## config.mk

```make
export PLATFORM = sky130hd
export DESIGN_NAME = uart_tx_serial
export DESIGN_NICKNAME = d
export VERILOG_FILES = /design/src/rtl/uart_tx_serial.sv
export SDC_FILE = /design/constraint.sdc
export NUM_CORES = 1
export LEC_CHECK = 0
export CORE_AREA = 2 2 64 54
export CTS_CLUSTER_DIAMETER = 60
export CTS_CLUSTER_SIZE = 24
export DETAILED_ROUTE_END_ITERATION = 12
export DIE_AREA = 0 0 66 56
export PLACE_DENSITY = 0.78
export SYNTH_ARGS = -nofsm -noshare
export SYNTH_HDL_FRONTEND = slang
export SYNTH_SLANG_ARGS = --single-unit
export TNS_END_PERCENT = 50
```

## constraint.sdc

```tcl
create_clock -name clk -period 2.5 [get_ports clk]
set_input_delay 0.5 -clock clk [delete_from_list [all_inputs] [get_ports clk]]
set_output_delay 0.5 -clock clk [all_outputs]
set_load 0.02 [all_outputs]
```

## src/rtl/uart_tx_serial.sv

```systemverilog
// uart_tx_serial: 8N1/8N2 UART transmitter with a one-entry holding register
// so that consecutive frames leave back-to-back with no idle bit.
module uart_tx_serial #(
   parameter int CLK_FREQ_HZ = 50_000_000,
   parameter int BAUD        = 115_200,
   parameter int STOP_BITS   = 1
) (
   input  logic       clk,
   input  logic       rst,
   input  logic       tx_valid,
   output logic       tx_ready,
   input  logic [7:0] tx_data,
   output logic       tx_serial,
   output logic       tx_busy
);
   localparam int CPB = CLK_FREQ_HZ / BAUD;
   localparam int CW  = $clog2(CPB);

   if (CPB < 2) begin : g_bad_baud
      $error("uart_tx_serial: CLK_FREQ_HZ / BAUD must be at least 2");
   end
   if (STOP_BITS != 1 && STOP_BITS != 2) begin : g_bad_stop
      $error("uart_tx_serial: STOP_BITS must be 1 or 2");
   end

   typedef enum logic [1:0] {S_IDLE, S_START, S_DATA, S_STOP} state_t;

   state_t        r_state, w_state_n;
   logic [CW-1:0] r_clk_cnt, w_clk_cnt_n;
   logic [2:0]    r_bit_idx, w_bit_idx_n;
   logic          r_stop_cnt, w_stop_cnt_n;
   logic [7:0]    r_shift, w_shift_n, r_hold_data;
   logic          r_hold_valid, w_hold_n;
   logic          r_tx_ready, r_tx_serial, r_tx_busy;
   logic          w_accept, w_last, w_load, w_serial_n;

   assign w_accept  = tx_valid & r_tx_ready;
   assign w_last    = r_clk_cnt == CW'(CPB - 1);
   assign w_hold_n  = w_accept | (r_hold_valid & ~w_load);
   assign tx_ready  = r_tx_ready;
   assign tx_serial = r_tx_serial;
   assign tx_busy   = r_tx_busy;

   always_comb begin
      w_state_n    = r_state;
      w_clk_cnt_n  = w_last ? '0 : r_clk_cnt + 1'b1;
      w_bit_idx_n  = r_bit_idx;
      w_stop_cnt_n = r_stop_cnt;
      w_load       = 1'b0;
      case (r_state)
         S_IDLE: begin
            w_clk_cnt_n = '0;
            w_load      = r_hold_valid;
         end
         S_START: if (w_last) w_state_n = S_DATA;
         S_DATA: if (w_last) begin
            w_bit_idx_n = r_bit_idx + 1'b1;
            w_state_n   = (r_bit_idx == 3'd7) ? S_STOP : S_DATA;
         end
         S_STOP: if (w_last) begin
            w_stop_cnt_n = 1'b1;
            w_state_n    = (r_stop_cnt == 1'(STOP_BITS - 1)) ? S_IDLE : S_STOP;
            w_load       = (r_stop_cnt == 1'(STOP_BITS - 1)) & r_hold_valid;
         end
         default: w_state_n = S_IDLE;
      endcase
      // a load out of S_STOP skips S_IDLE so the next start bit follows immediately
      if (w_load) begin
         w_state_n    = S_START;
         w_clk_cnt_n  = '0;
         w_bit_idx_n  = '0;
         w_stop_cnt_n = 1'b0;
      end
      w_shift_n  = w_load ? r_hold_data : r_shift;
      w_serial_n = (w_state_n == S_DATA) ? w_shift_n[w_bit_idx_n] : (w_state_n != S_START);
   end

   always_ff @(posedge clk) begin
      if (rst) begin
         r_state      <= S_IDLE;
         r_clk_cnt    <= '0;
         r_bit_idx    <= '0;
         r_stop_cnt   <= 1'b0;
         r_shift      <= '0;
         r_hold_data  <= '0;
         r_hold_valid <= 1'b0;
         r_tx_ready   <= 1'b0;
         r_tx_serial  <= 1'b1;
         r_tx_busy    <= 1'b0;
      end else begin
         r_state      <= w_state_n;
         r_clk_cnt    <= w_clk_cnt_n;
         r_bit_idx    <= w_bit_idx_n;
         r_stop_cnt   <= w_stop_cnt_n;
         r_shift      <= w_shift_n;
         r_hold_data  <= w_accept ? tx_data : r_hold_data;
         r_hold_valid <= w_hold_n;
         r_tx_ready   <= ~r_hold_valid & ~w_accept;
         r_tx_serial  <= w_serial_n;
         r_tx_busy    <= (w_state_n != S_IDLE) | w_hold_n;
      end
   end
endmodule
```

# After elaboration in Yosys (flattened, before gate mapping)
# Index checks and enable logic that the tools add are counted.
[op_classes]
n_addsub = 2
n_lt_le_gt_ge = 1
n_eq_ne = 7
mux = 16
bitwise = 10
reduce_logical = 5
[op_table]
columns = ["cell", "count"]
rows = [
  ["2-bit two-way mux", 5],
  ["9-bit by 1-bit adder with 9-bit output, second input constant", 1],
  ["9-bit == test, second input constant", 1],
  ["3-bit two-way mux", 3],
  ["8-bit two-way mux", 1],
  ["2-bit == test, second input constant", 3],
  ["2-bit one-hot mux with 3 select lines", 1],
  ["1-bit bitwise AND", 4],
  ["3-bit by 4-bit less-than comparator with 1-bit output, second input constant", 1],
  ["1-bit two-way mux", 4],
  ["1-bit inverter", 4],
  ["4-bit OR reduction", 1],
  ["3-bit by 1-bit adder with 3-bit output, second input constant", 1],
  ["1-bit binary-select mux with 3-bit select", 1],
  ["3-bit == test, second input constant", 1],
  ["2-bit by 1-bit == test with 1-bit output, second input constant", 1],
  ["2-bit logical NOT", 1],
  ["2-bit by 1-bit != test with 1-bit output, second input constant", 1],
  ["1-bit OR", 2],
  ["1-bit one-hot mux with 2 select lines", 1],
  ["2-bit AND reduction", 1],
  ["2-bit nonzero test", 1],
  ["2-bit OR reduction", 1],
]
[word_totals]
ff_bits = 35
inputBits = 11

# Depth between registers and ports, before layout
[depth]
word_depth = 8
ltp_mapped = 8

# Worst setup path before layout
# Ideal clock, no wire load.
[synth_timing]
path_type = "reg-to-reg"
start = "reg r_clk_cnt[6]"
end = "reg r_tx_serial (netlist: tx_serial)"
setup_time_ns = 0.136
arrival_ns = 2.137
t_required_ns = 2.364
path_slack_ns = 0.227
stages_incl_launch_ff = 7
n_path_buf = 0
synth_period_minus_slack_ns = 2.273
cell_sequence = "dfxtp_1 > or4b_4 > or4_4 > nand2_2 > mux2_2 > o311ai_1 > a32oi_1"
[synth_via]
elab_chain_len = 7
elab_cells_between_ends = 17
[synth_lines]
columns = ["element", "line", "text"]
rows = [
  ["start, declared", "29", "logic [CW-1:0] r_clk_cnt, w_clk_cnt_n;"],
  ["start signal, assigned", "92", "r_clk_cnt <= w_clk_cnt_n;"],
  ["9-bit == test (*)", "38", "assign w_last = r_clk_cnt == CW'(CPB - 1);"],
  ["1-bit two-way mux or 3-bit two-way mux (tied branches)", "60, 56", ""],
  ["1-bit one-hot mux with 2 select lines or 3-bit two-way mux (tied branches)", "50", "case (r_state)"],
  ["8-bit two-way mux or 3-bit two-way mux (tied branches)", "74, 68", ""],
  ["1-bit binary-select mux with 3-bit select", "75", "w_serial_n = (w_state_n == S_DATA) ? w_shift_n[w_bit_idx_n] : (w_state_n != S_START);"],
  ["1-bit two-way mux (not written as such)", "75", ""],
  ["1-bit two-way mux (*)", "75", ""],
  ["end signal, assigned", "99", "r_tx_serial <= w_serial_n;"],
  ["end, declared", "34", "logic r_tx_ready, r_tx_serial, r_tx_busy;"],
]
# Mark *: on every way between the ends. The rest lies on a longest branch, timed or not. The select of a mux whose other input is x is not followed.
# A chain may end at the register's enable or synchronous reset.

# Worst setup path in the final report
# Ends and elaborated chain as after synthesis.

==> qor.yml <==
outcome:
  run_status: "finished, final reports clean"
final_layout:
  insertedDiodeCount: 0
  finalCoreUtilization_pct: 63.64
  area.growth.synth_to_final_pct: 17.18
  drive_gt1_share_pct: 11.54
  n_fill_cell: 278
  finish.net_count: 227
floorplanning:
  top_level_ports: 14
  die-width_um: 66
  floorplan.initialDensity_pct: 54.31
  die_h_um: 56
  core-area_sq_um: 3018
  row_count: 18
  dieArea_sq_um: 3696
grt:
  largest_net_degree_at_the_start_of_global_routing: 25
  initial_antenna_violation_count: 0
  grt_overflow: 0
  track_usage_pct: 20.27
  grt_first_pass_wirelength_um: 5768
  first_global_vias: 1296
clocking:
  clk-insertion-delay-late_ps: 280
  clock_tree_from_tritoncts: "yes"
  holdBufCountCts: 0
  cts.clk_slew.worst_paths_ps: 70
  ctsHtreeMaxLevel: 2
  clock-sinks: 35
  cts_inserted_buffers: 5
  clock_tree.root_cell: "clkbuf_8"
  cts_max_path_buffers: 2
route:
  postRouteAntennaNets: 0
  drc: 0
  detail_route.wl_per_cell_um: 13.28
  drt-total-wl_um: 3294
  initialDrtViolationCount: 63
  post_drt_via_cell_ratio: 5.573
  drt_pass1_iterations: 4
  via_count: 1382
synthesis:
  synth.top_cell.area_share_pct: 42.75
  synth_nets: 210
  post_synth_main_area_contributors: "dfxtp_1, nand2_1, ha_1"
  post_synth_instance_area_sq_um: 1639
  synthDistinctLibCells: 42
  synth_sequential_area_ratio_pct: 42.75
  post_synth_inst_count: 190
  synthesis.area_per_instance_sq_um: 8.627
  number_of_warnings_reported_in_the_yosys_synthesis_log: 0
  register_bit_count_reported_by_yosys: 35
  post-synth-top-area-cell: "dfxtp_1"
placed_design:
  numPortBuffers: 13
  finalWeightedCongestion: 0.8274
  place_hpwl_um: 2441
critical_path:
  worst_path_required_time_ps: 2650
  worst-path-max-fanout: 5
  timing_worst_setup_path_type: "reg -> reg"
  data_arrival_time_of_the_critical_path_ps: 2500
  start_kind: "register"
  worst-r2r-setup-slack_ps: 150
  end_kind: "register"
timing:
  rsz_0062_raised_after_global_routing: "false"
  min_period_ps: 2348
  max_freq_mhz: 425.9
  timing.clock.skew_ps: 4.590
  finalHoldViolCount: 0
  final-max-slew-violation-count: 0
  final_sum_of_negative_setup_slack_ps: 0
  finalCritPeriodShare_pct: 93.92
  transition_time_at_the_pin_with_the_least_slew_margin_ps: 451.3
  timing.slew.headroom_pct: 69.66
  hold-worst-slack_ps: 456.3
  setup_violations_final: 0
run:
  max_cap_violations: 0
hold_path:
  hold_class: "reg -> reg"
power:
  power.static_leakage_nw: 0.6850
  ir_worst_vdd_uv: 577.0
  cellPowerDensity_nw_per_um2: 580.6
worst paths after layout:
check                  from              to  cells past startpoint
max            r_clk_cnt[6]       tx_serial                      6
min reg2reg  r_hold_data[7]  r_hold_data[7]                      2
min          r_hold_data[7]  r_hold_data[7]                      2
max reg2reg    r_clk_cnt[6]       tx_serial                      6
per-layer routing:
metal	routed length (um)	global-route usage [%]	share of wire, %
met5	0	0	0
met4	48	8.455	1.5
met3	198	6.275	6.0
met2	1459	29.58	44
met1	1587	27.58	48
state kept, by name, indices dropped and copies added, names as in the netlist:
| register | count |
|---|---|
| r_clk_cnt | 9 |
| r_stop_cnt | 1 |
| r_hold_data | 8 |
| r_bit_idx | 3 |
| tx_busy | 1 |
| tx_ready | 1 |
| tx_serial | 1 |
| r_state | 2 |
| r_hold_valid | 1 |
| r_shift | 8 |
Yosys cell counts:
cell type,count
a21oi_1,22
a31oi_1,2
or2_2,2
nand2_1,37
o22ai_1,1
nand2b_1,2
and4_1,1
or4_4,1
and3b_1,1
clkbuf_1,5
dfxtp_1,35
a2bb2oi_1,1
a31o_2,1
ha_1,9
nand2_2,1
or4b_4,1
nor4bb_1,1
nand4_1,2
a32oi_1,1
o221ai_1,1
and3_1,1
nand3_1,5
mux2i_1,4
or3_1,1
o211ai_1,1
o31ai_1,2
buf_4,1
buf_6,1
o311ai_1,1
o21ai_0,1
xnor2_1,2
xor2_1,5
and2_1,2
inv_1,5
a211oi_1,2
mux4_2,1
mux2_2,2
nor3_1,4
a41oi_1,1
nor2_1,18
nor4b_1,2
a211o_1,1
where the power goes:
part	total, W	internal, W	switching [W]
clock	0.000429	0.000225	0.000204
sequential	0.000585	0.000573	0.0000113
combinational	0.000102	0.0000466	0.0000552
total	0.00112	0.000844	0.000271
worst max-delay path, stage by stage, from the launching register on:
cell,delay [ps]
dfxtp_2,340
or4b_4,570
or4_4,520
nand2_2,110
mux2_2,340
o311ai_2,210
a32oi_1,130
area by class of cell:
class / instances / area, sq um / share of cell area (%)
Multi-Input combinational cell: 143 / 889.6 / 46.32
Sequential cell: 35 / 703.2 / 36.61
Timing Repair Buffer: 17 / 160.2 / 8.339
Clock buffer: 6 / 82.58 / 4.300
Tap cell: 40 / 50.05 / 2.606
Inverter: 5 / 18.77 / 0.9772
Clock inverter: 2 / 16.27 / 0.8469
cells by family (layout without fill, tap and decap cells):
logic type,Yosys count,after routing,synth area share (%)
multiplexers,7,7,5.191
flip-flops,35,35,42.75
buffers and inverters,12,30,3.435
AO/OA/AOI/OAI,38,38,14.20
XOR/XNOR,7,7,3.741
adder cells (fa/ha/maj),9,9,6.870
AND/OR/NAND/NOR,82,82,23.82
per-stage QoR:
step	worst slack [ps]	area, sq um	power, W	cells
after floorplan	227.2	1639	0.0006568	190
after global placement	165.9	1812	0.0006958	240
after detailed placement	106.0	1812	0.0006974	240
after CTS	93.41	1911	0.001126	248
after global routing	22.74	1921	0.001168	248
final	152.1	1921	0.001115	248
repair_timing:
item                                    4_1_cts  5_1_grt
gates resized for setup                       0        3
endpoints found under the setup margin        0        1
setup buffers                                 0        0
hold endpoints to repair                      0        0
cells in the final DEF, fill, tap and decap left out, types with 4 or more instances in the layout:
master           count
nor2_1              18
clkdlybuf4s50_1     13
nor3_1               4
inv_1                5
xor2_1               5
ha_1                 9
mux2i_1              4
nand3_1              5
buf_4                4
nand2_1             37
clkbuf_8             6
dfxtp_1             33
a21oi_1             22
No activity file was read; power rests on OpenSTA's default activity.
